## src/rtl/encoder16to4_seq_low_enable.sv

```systemverilog
// Sequential 16-to-4 encoder: captures a multi-hot request vector and emits the
// index of each set bit in priority order over a valid/ready handshake.
module encoder16to4_seq_low_enable #(
    parameter bit LSB_FIRST = 1'b1
) (
    input  logic        clk,
    input  logic        rst,
    input  logic        e,
    input  logic        load,
    input  logic [15:0] w,
    input  logic        y_ready,
    output logic [3:0]  y,
    output logic        y_valid,
    output logic        busy,
    output logic        done,
    output logic        zero,
    output logic [4:0]  count
);
    typedef enum logic [1:0] {IDLE, EMIT, DONE} state_t;

    state_t      state_q, state_d;
    logic [15:0] pend_q, pend_d;
    logic [4:0]  count_q, count_d;
    logic        zero_q, zero_d;
    logic [3:0]  idx;
    logic        xfer;

    // Last match wins, so the scan direction selects the priority end.
    always_comb begin
        idx = 4'd0;
        if (LSB_FIRST) begin
            for (int i = 15; i >= 0; i--)
                if (pend_q[i]) idx = 4'(i);
        end else begin
            for (int i = 0; i < 16; i++)
                if (pend_q[i]) idx = 4'(i);
        end
    end

    assign y_valid = (state_q == EMIT) && !e;
    assign y       = y_valid ? idx : 4'd0;
    assign xfer    = y_valid && y_ready;
    assign busy    = (state_q != IDLE);
    assign done    = (state_q == DONE);
    assign zero    = zero_q;
    assign count   = count_q;

    always_comb begin
        state_d = state_q;
        pend_d  = pend_q;
        count_d = count_q;
        zero_d  = 1'b0;
        case (state_q)
            IDLE: begin
                if (load && !e) begin
                    pend_d  = w;
                    count_d = 5'd0;
                    if (w == 16'd0) zero_d  = 1'b1;
                    else            state_d = EMIT;
                end
            end
            EMIT: begin
                if (xfer) begin
                    pend_d  = pend_q & ~(16'd1 << idx);
                    count_d = count_q + 5'd1;
                    if (pend_d == 16'd0) state_d = DONE;
                end
            end
            DONE:    state_d = IDLE;
            default: state_d = IDLE;
        endcase
    end

    always_ff @(posedge clk or posedge rst) begin
        if (rst) begin
            state_q <= IDLE;
            pend_q  <= 16'd0;
            count_q <= 5'd0;
            zero_q  <= 1'b0;
        end else begin
            state_q <= state_d;
            pend_q  <= pend_d;
            count_q <= count_d;
            zero_q  <= zero_d;
        end
    end
endmodule
```

## config.mk

```make
export PLATFORM = sky130hd
export DESIGN_NAME = encoder16to4_seq_low_enable
export DESIGN_NICKNAME = d
export VERILOG_FILES = /design/src/rtl/encoder16to4_seq_low_enable.sv
export SDC_FILE = /design/constraint.sdc
export NUM_CORES = 1
export LEC_CHECK = 0
export CORE_MARGIN = 10
export CORE_UTILIZATION = 50
export DETAILED_ROUTE_END_ITERATION = 6
export HOLD_SLACK_MARGIN = 0.02
export PLACE_DENSITY = 0.82
export SKIP_CTS_REPAIR_TIMING = 1
export SYNTH_ARGS = -nofsm -noshare
export SYNTH_HDL_FRONTEND = slang
export SYNTH_SLANG_ARGS = --single-unit
```

## constraint.sdc

```tcl
create_clock -name clk -period 4 [get_ports clk]
set_input_delay 0.8 -clock clk [delete_from_list [all_inputs] [get_ports clk]]
set_output_delay 0.8 -clock clk [all_outputs]
set_load 0.01 [all_outputs]
```

Yosys cells after proc, flatten, opt, wreduce, memory -nomap -nowiden
Index checks and enable logic that the tools add are counted.
{"block": "totals", "register_bits": 24, "output_inout_bits": 13, "inputBits": 21, "wordCells": 56}
{"block": "op_classes", "mux": 31, "n_addsub": 1, "n_reduce_logical": 11, "n_eq_ne": 6, "shifts": 1, "bitwise": 2}
{"op": "$mux 4", "n": 17}
{"op": "$logic_not 16->1", "n": 2}
{"op": "$mux 16", "n": 2}
{"op": "$pmux 16 s2", "n": 1}
{"op": "$and 16x16->16", "n": 1}
{"op": "$not 16->16", "n": 1}
{"op": "$shl 1x4->16 const A", "n": 1}
{"op": "$mux 5", "n": 2}
{"op": "$pmux 5 s2", "n": 1}
{"op": "$mux 2", "n": 4}
{"op": "$ne 2x2->1 const B", "n": 3}
{"op": "$add 5x1->5 const B", "n": 1}
{"op": "$pmux 2 s2", "n": 1}
{"op": "$reduce_and 4->1", "n": 1}
{"op": "$reduce_bool 2->1", "n": 2}
{"op": "$logic_and 1x1->1", "n": 3}
{"op": "$mux 1", "n": 3}
{"op": "$reduce_and 3->1", "n": 1}
{"op": "$eq 2x1->1 const B", "n": 1}
{"op": "$eq 2x2->1 const B", "n": 1}
{"op": "$logic_not 2->1", "n": 1}
{"op": "$ne 2x1->1 const B", "n": 1}
{"op": "$logic_not 1->1", "n": 1}

Depth between registers and ports, before layout
{"block": "depth", "ltp_word": 23, "depth_mapped": 9, "mapped_depth_nobuf": 7}

Worst setup path after synthesis
No wires, ideal clock.
{"block": "synth_timing", "kind": "register to output", "start": "reg pend_q[9]", "end": "out y[2]", "path_stages_with_launch": 5, "path_buffers": 0, "required_ns": 3.200, "arrival_time_ns": 1.897, "path_slack_ns": 1.303, "path_cell_list": "dfrtp_1 -> or2_2 -> nor3_1 -> nand2_1 -> a2111oi_0"}
{"block": "synth_between", "elab_chain_cells": 11}
{"element": "start: declaration", "line": "22", "source": "logic [15:0] pend_q, pend_d;"}
{"element": "start signal: assignment", "line": "82", "source": "pend_q <= pend_d;"}
{"element": "$mux 4 (10 in a row)", "line": "33", "source": "if (pend_q[i]) idx = 4'(i);"}
{"element": "$mux 4", "line": "41", "source": "assign y = y_valid ? idx : 4'd0;"}
{"element": "end: declaration", "line": "12", "source": "output logic [3:0] y,"}
No other way between the ends.

Worst setup path in the final report
{"block": "layout_timing", "start": "reg pend_q[9]", "end": "out y[1]"}
Same word-level chain as after synthesis.

==> impl_metrics.csv <==
group,metric,value,unit
sta,finalClockSkew,0.01243,ns
synth,synthesis.area,1640,um2
synth,synth_top_flop_cell,"dfrtp_1",
power_and_ir_drop,vdd_drop_max,0.3164,mV
sta,setup_viol,0,
synth,synth_seq_cells,24,
setup_path,path_depth,6,
floorplanning,fp.dieH,77.28,um
final_layout,fill_cells,288,
sta,final-hold-violation-count,0,
cts,cts_tree,"built",
sta,final.period_utilization,91.64,%
detailed_routing,postRouteAntennaNets,0,
synth,synth_top_cell_by_area,"dfrtp_1",
flow_run,maxCapViolations,0,
sta,rsz0062_at_grt,"no",
setup_path,cp.required,3.20,ns
setup_path,critPathCaptureType,"primary output",
synth,yosys-top-cells-area,"dfrtp_1 37%, o21ai_0 6.4%, a22o_1 5.3%",
cts,htreeDepth,1,
cts,clock_latency,0.33,ns
power_and_ir_drop,power_density,752.0,nW/um2
power_and_ir_drop,p_seq_share,30.4,%
synth,yosysSeqAreaShare,36.61,%
floorplanning,die-area,5971,um2
final_layout,antennaDiodeCount,0,
floorplanning,pin_count,34,
setup_path,cp.buffers_inverters,1,
cts,cts_sinks,24,
setup_path,crit_chain,"or2_2 > a211oi_1 > and2_1 > o21ai_0 > nor3_1 > clkdlybuf4s50_1",
grt,grt_pass1_wl,8.176,mm
cts,cts_root_buf,"clkbuf_4",
floorplanning,initial_core_util,52.86,%
placed_design,dp_slack,0.7505,ns
sta,drv_slew,0,
synth,synth_nets,219,
cts,cts.path.max_buffers,2,
detailed_routing,dr.first_iter.drc_count,158,
detailed_routing,viasPerCell,6.304,
synth,synth_top_family_by_area,"simple AND/OR/NAND/NOR gates",
grt,grt_pass1_vias,1618,
setup_path,ff2ff_path_depth,7,
grt,grt-ovfl-total,0,
detailed_routing,postRouteWirelength,4.992,mm
power_and_ir_drop,p_switching,0.7555,mW
power_and_ir_drop,sw_frac_of_total,49.56,%
detailed_routing,wl_per_cell,18.49,um
detailed_routing,routed-via-count,1702,
final_layout,area.growth.synth_to_final,23.57,%
setup_path,cp.arrival,2.87,ns
sta,fin_crit,3.666,ns
grt,grt_max_degree,25,
sta,max_freq,272.8,MHz
floorplanning,rows,20,
sta,slew-limit-headroom,36.35,%
synth,synthCells,197,
cts,clkTransAtPathRegs,0.14,ns
sta,worst-slew-pin-transition,0.9537,ns
final_layout,drive_gt1_share,7.522,%
power_and_ir_drop,combPwrFrac,60.8,%
placed_design,gp_congestion,0.9437,
synth,synth_area_per_cell,8.327,um2
detailed_routing,route.detailed.drc,0,
setup_path,cp_slowest_cell,"clkdlybuf4s50_1",
placed_design,dpl-instance-area,1991,um2
placed_design,dp_hpwl,3.825,mm
power_and_ir_drop,pwr-share-clk,8.8,%
synth,synth_top_area_share,36.61,%
final_layout,num-nets-final,249,
synth,synth.distinct_cells,50,
floorplanning,coreArea,3103,um2
synth,synth-warning-count,0,
synth,async_flop_share,100.0,%
setup_path,worstSetupPathType,"flip-flop to primary output",
synth,yosys.area_share.simple,28.07,%
setup_path,cpPeakStageDelay,0.59,ns
synth,synth.area.mux_share,0.6865,%
sta,fin_setup_tns,0,ns
setup_path,path_delay_family,"simple AND/OR/NAND/NOR gates",
min_path,hold_path.class,"flip-flop to flip-flop",
synth,synth-xor-area-share,1.602,%
run_status,outcome,"finished clean",
floorplanning,die_w,77.28,um
synth,synth_compound_area_share,26.24,%
grt,grt_usage,16.34,%
power_and_ir_drop,leakage,0.8154,nW
setup_path,start_kind,"flip-flop",
synth,synth_edf_count,0,
grt,antenna_found_initial,0,
final_layout,final_area,2027,um2
sta,fin_ws,0.3344,ns
setup_path,cp_max_fo,7,
power_and_ir_drop,p_int,0.7688,mW
cts,cts_made_buffers,3,
min_path,whs_path_depth,2,
synth,synth_adder_area_share,1.373,%
placed_design,port_buffers,33,
detailed_routing,dr.pass1.iters,4,
==> through the flow <==
stage / hold slack (ns) / utilization [%] / power (mW) / cells
2_1_floorplan: 0.5018 / - / 1.091 / 197
3_3_place_gp: 0.5236 / 64.15 / 1.371 / 266
3_5_place_dp: 0.5369 / 64.15 / 1.369 / 266
4_1_cts: 0.5669 / 65.32 / 1.506 / 270
5_1_grt: 0.6004 / 65.32 / 1.645 / 270
6_report: 0.5618 / 65.32 / 1.524 / 270
==> Yosys cell counts (3+ instances only) <==
master and instances:
nor2_1 20, a21oi_1 6, o31ai_1 4, inv_1 8
xor2_1 3, clkbuf_1 6, nand2b_1 5, dfrtp_1 24
nand3_1 4, a22o_1 10, nor3_1 8, nand4_1 6
nor4_1 9, or2_2 4, nand2_1 16, o21ai_0 21
==> layer usage <==
| metal | part of all wire, % | up-vias | global-route usage [%] |
|---|---|---|---|
| met5 | 0 | - | 0 |
| met4 | 1.9 | 0 | 3.650 |
| met3 | 7.4 | 10 | 4.429 |
| met2 | 47 | 77 | 26.76 |
| met1 | 44 | 810 | 20.76 |
| li1 | - | 805 | - |
==> cell type report <==
class	instances	area (um2)	share of cell area [%]
multi-input cells	154	955.9	47.16
repair buffers	35	345.3	17.04
flip-flops and latches	24	600.6	29.63
clock buffers	4	36.28	1.790
well taps	44	55.05	2.716
inverters	9	33.78	1.667
==> path summary, 6_finish.rpt <==
| path | start | end | slack [ns] |
|---|---|---|---|
| max | pend_q[9]$_DFFE_PP0P_ | y[1] | 0.33 |
| min | count[4]$_DFFE_PP0P_ | count[4]$_DFFE_PP0P_ | 0.56 |
| max reg2reg | pend_q[4]$_DFFE_PP0P_ | state_q[0]$_DFFE_PP0P_ | 1.30 |
| min reg2reg | count[4]$_DFFE_PP0P_ | count[4]$_DFFE_PP0P_ | 0.56 |
| max in group asynchronous | rst | pend_q[10]$_DFFE_PP0P_ | 2.45 |
| min in group asynchronous | rst | state_q[1]$_DFFE_PP0P_ | 0.96 |
==> worst register-to-register path: cells and delay by family, from the launching register on <==
kind / cells / cell delay [ns]
compound gates: 4 / 0.84
flops: 1 / 0.50
simple gates: 3 / 1.22
==> state kept, by name, summed over array words and instances (netlist names) <==
name,count
pend_q,16
count,5
state_q,2
zero,1
==> cell usage in the layout, fill, tap and decap left out, types with 4 or more instances in the layout <==
cell type and instances:
nor4_1 9, inv_1 8, nand3_1 4, clkdlybuf4s50_1 33, nand4_1 6, or2_2 4
nor3_1 8, nor2_1 20, a22o_1 10, nand2b_1 5, nand2_1 16, o21ai_0 21
o31ai_1 4, a21oi_1 6, dfrtp_1 24
==> power groups by stage <==
| stage | Sequential [mW] | Combinational (mW) | Clock, mW |
|---|---|---|---|
| final | 0.463 | 0.926 | 0.135 |
| after global routing | 0.477 | 1.03 | 0.143 |
| after CTS | 0.459 | 0.912 | 0.135 |
| after detailed placement | 0.464 | 0.905 | 0 |
| after global placement | 0.463 | 0.908 | 0 |
| after floorplan | 0.416 | 0.675 | 0 |
==> cells by family after synthesis <==
group | after synthesis
xor+xnor | 3
flops | 24
fa+ha+maj | 2
compound gates | 62
mux | 1
simple gates | 86
buf+inv | 19
(Power assumes the default switching activity.)
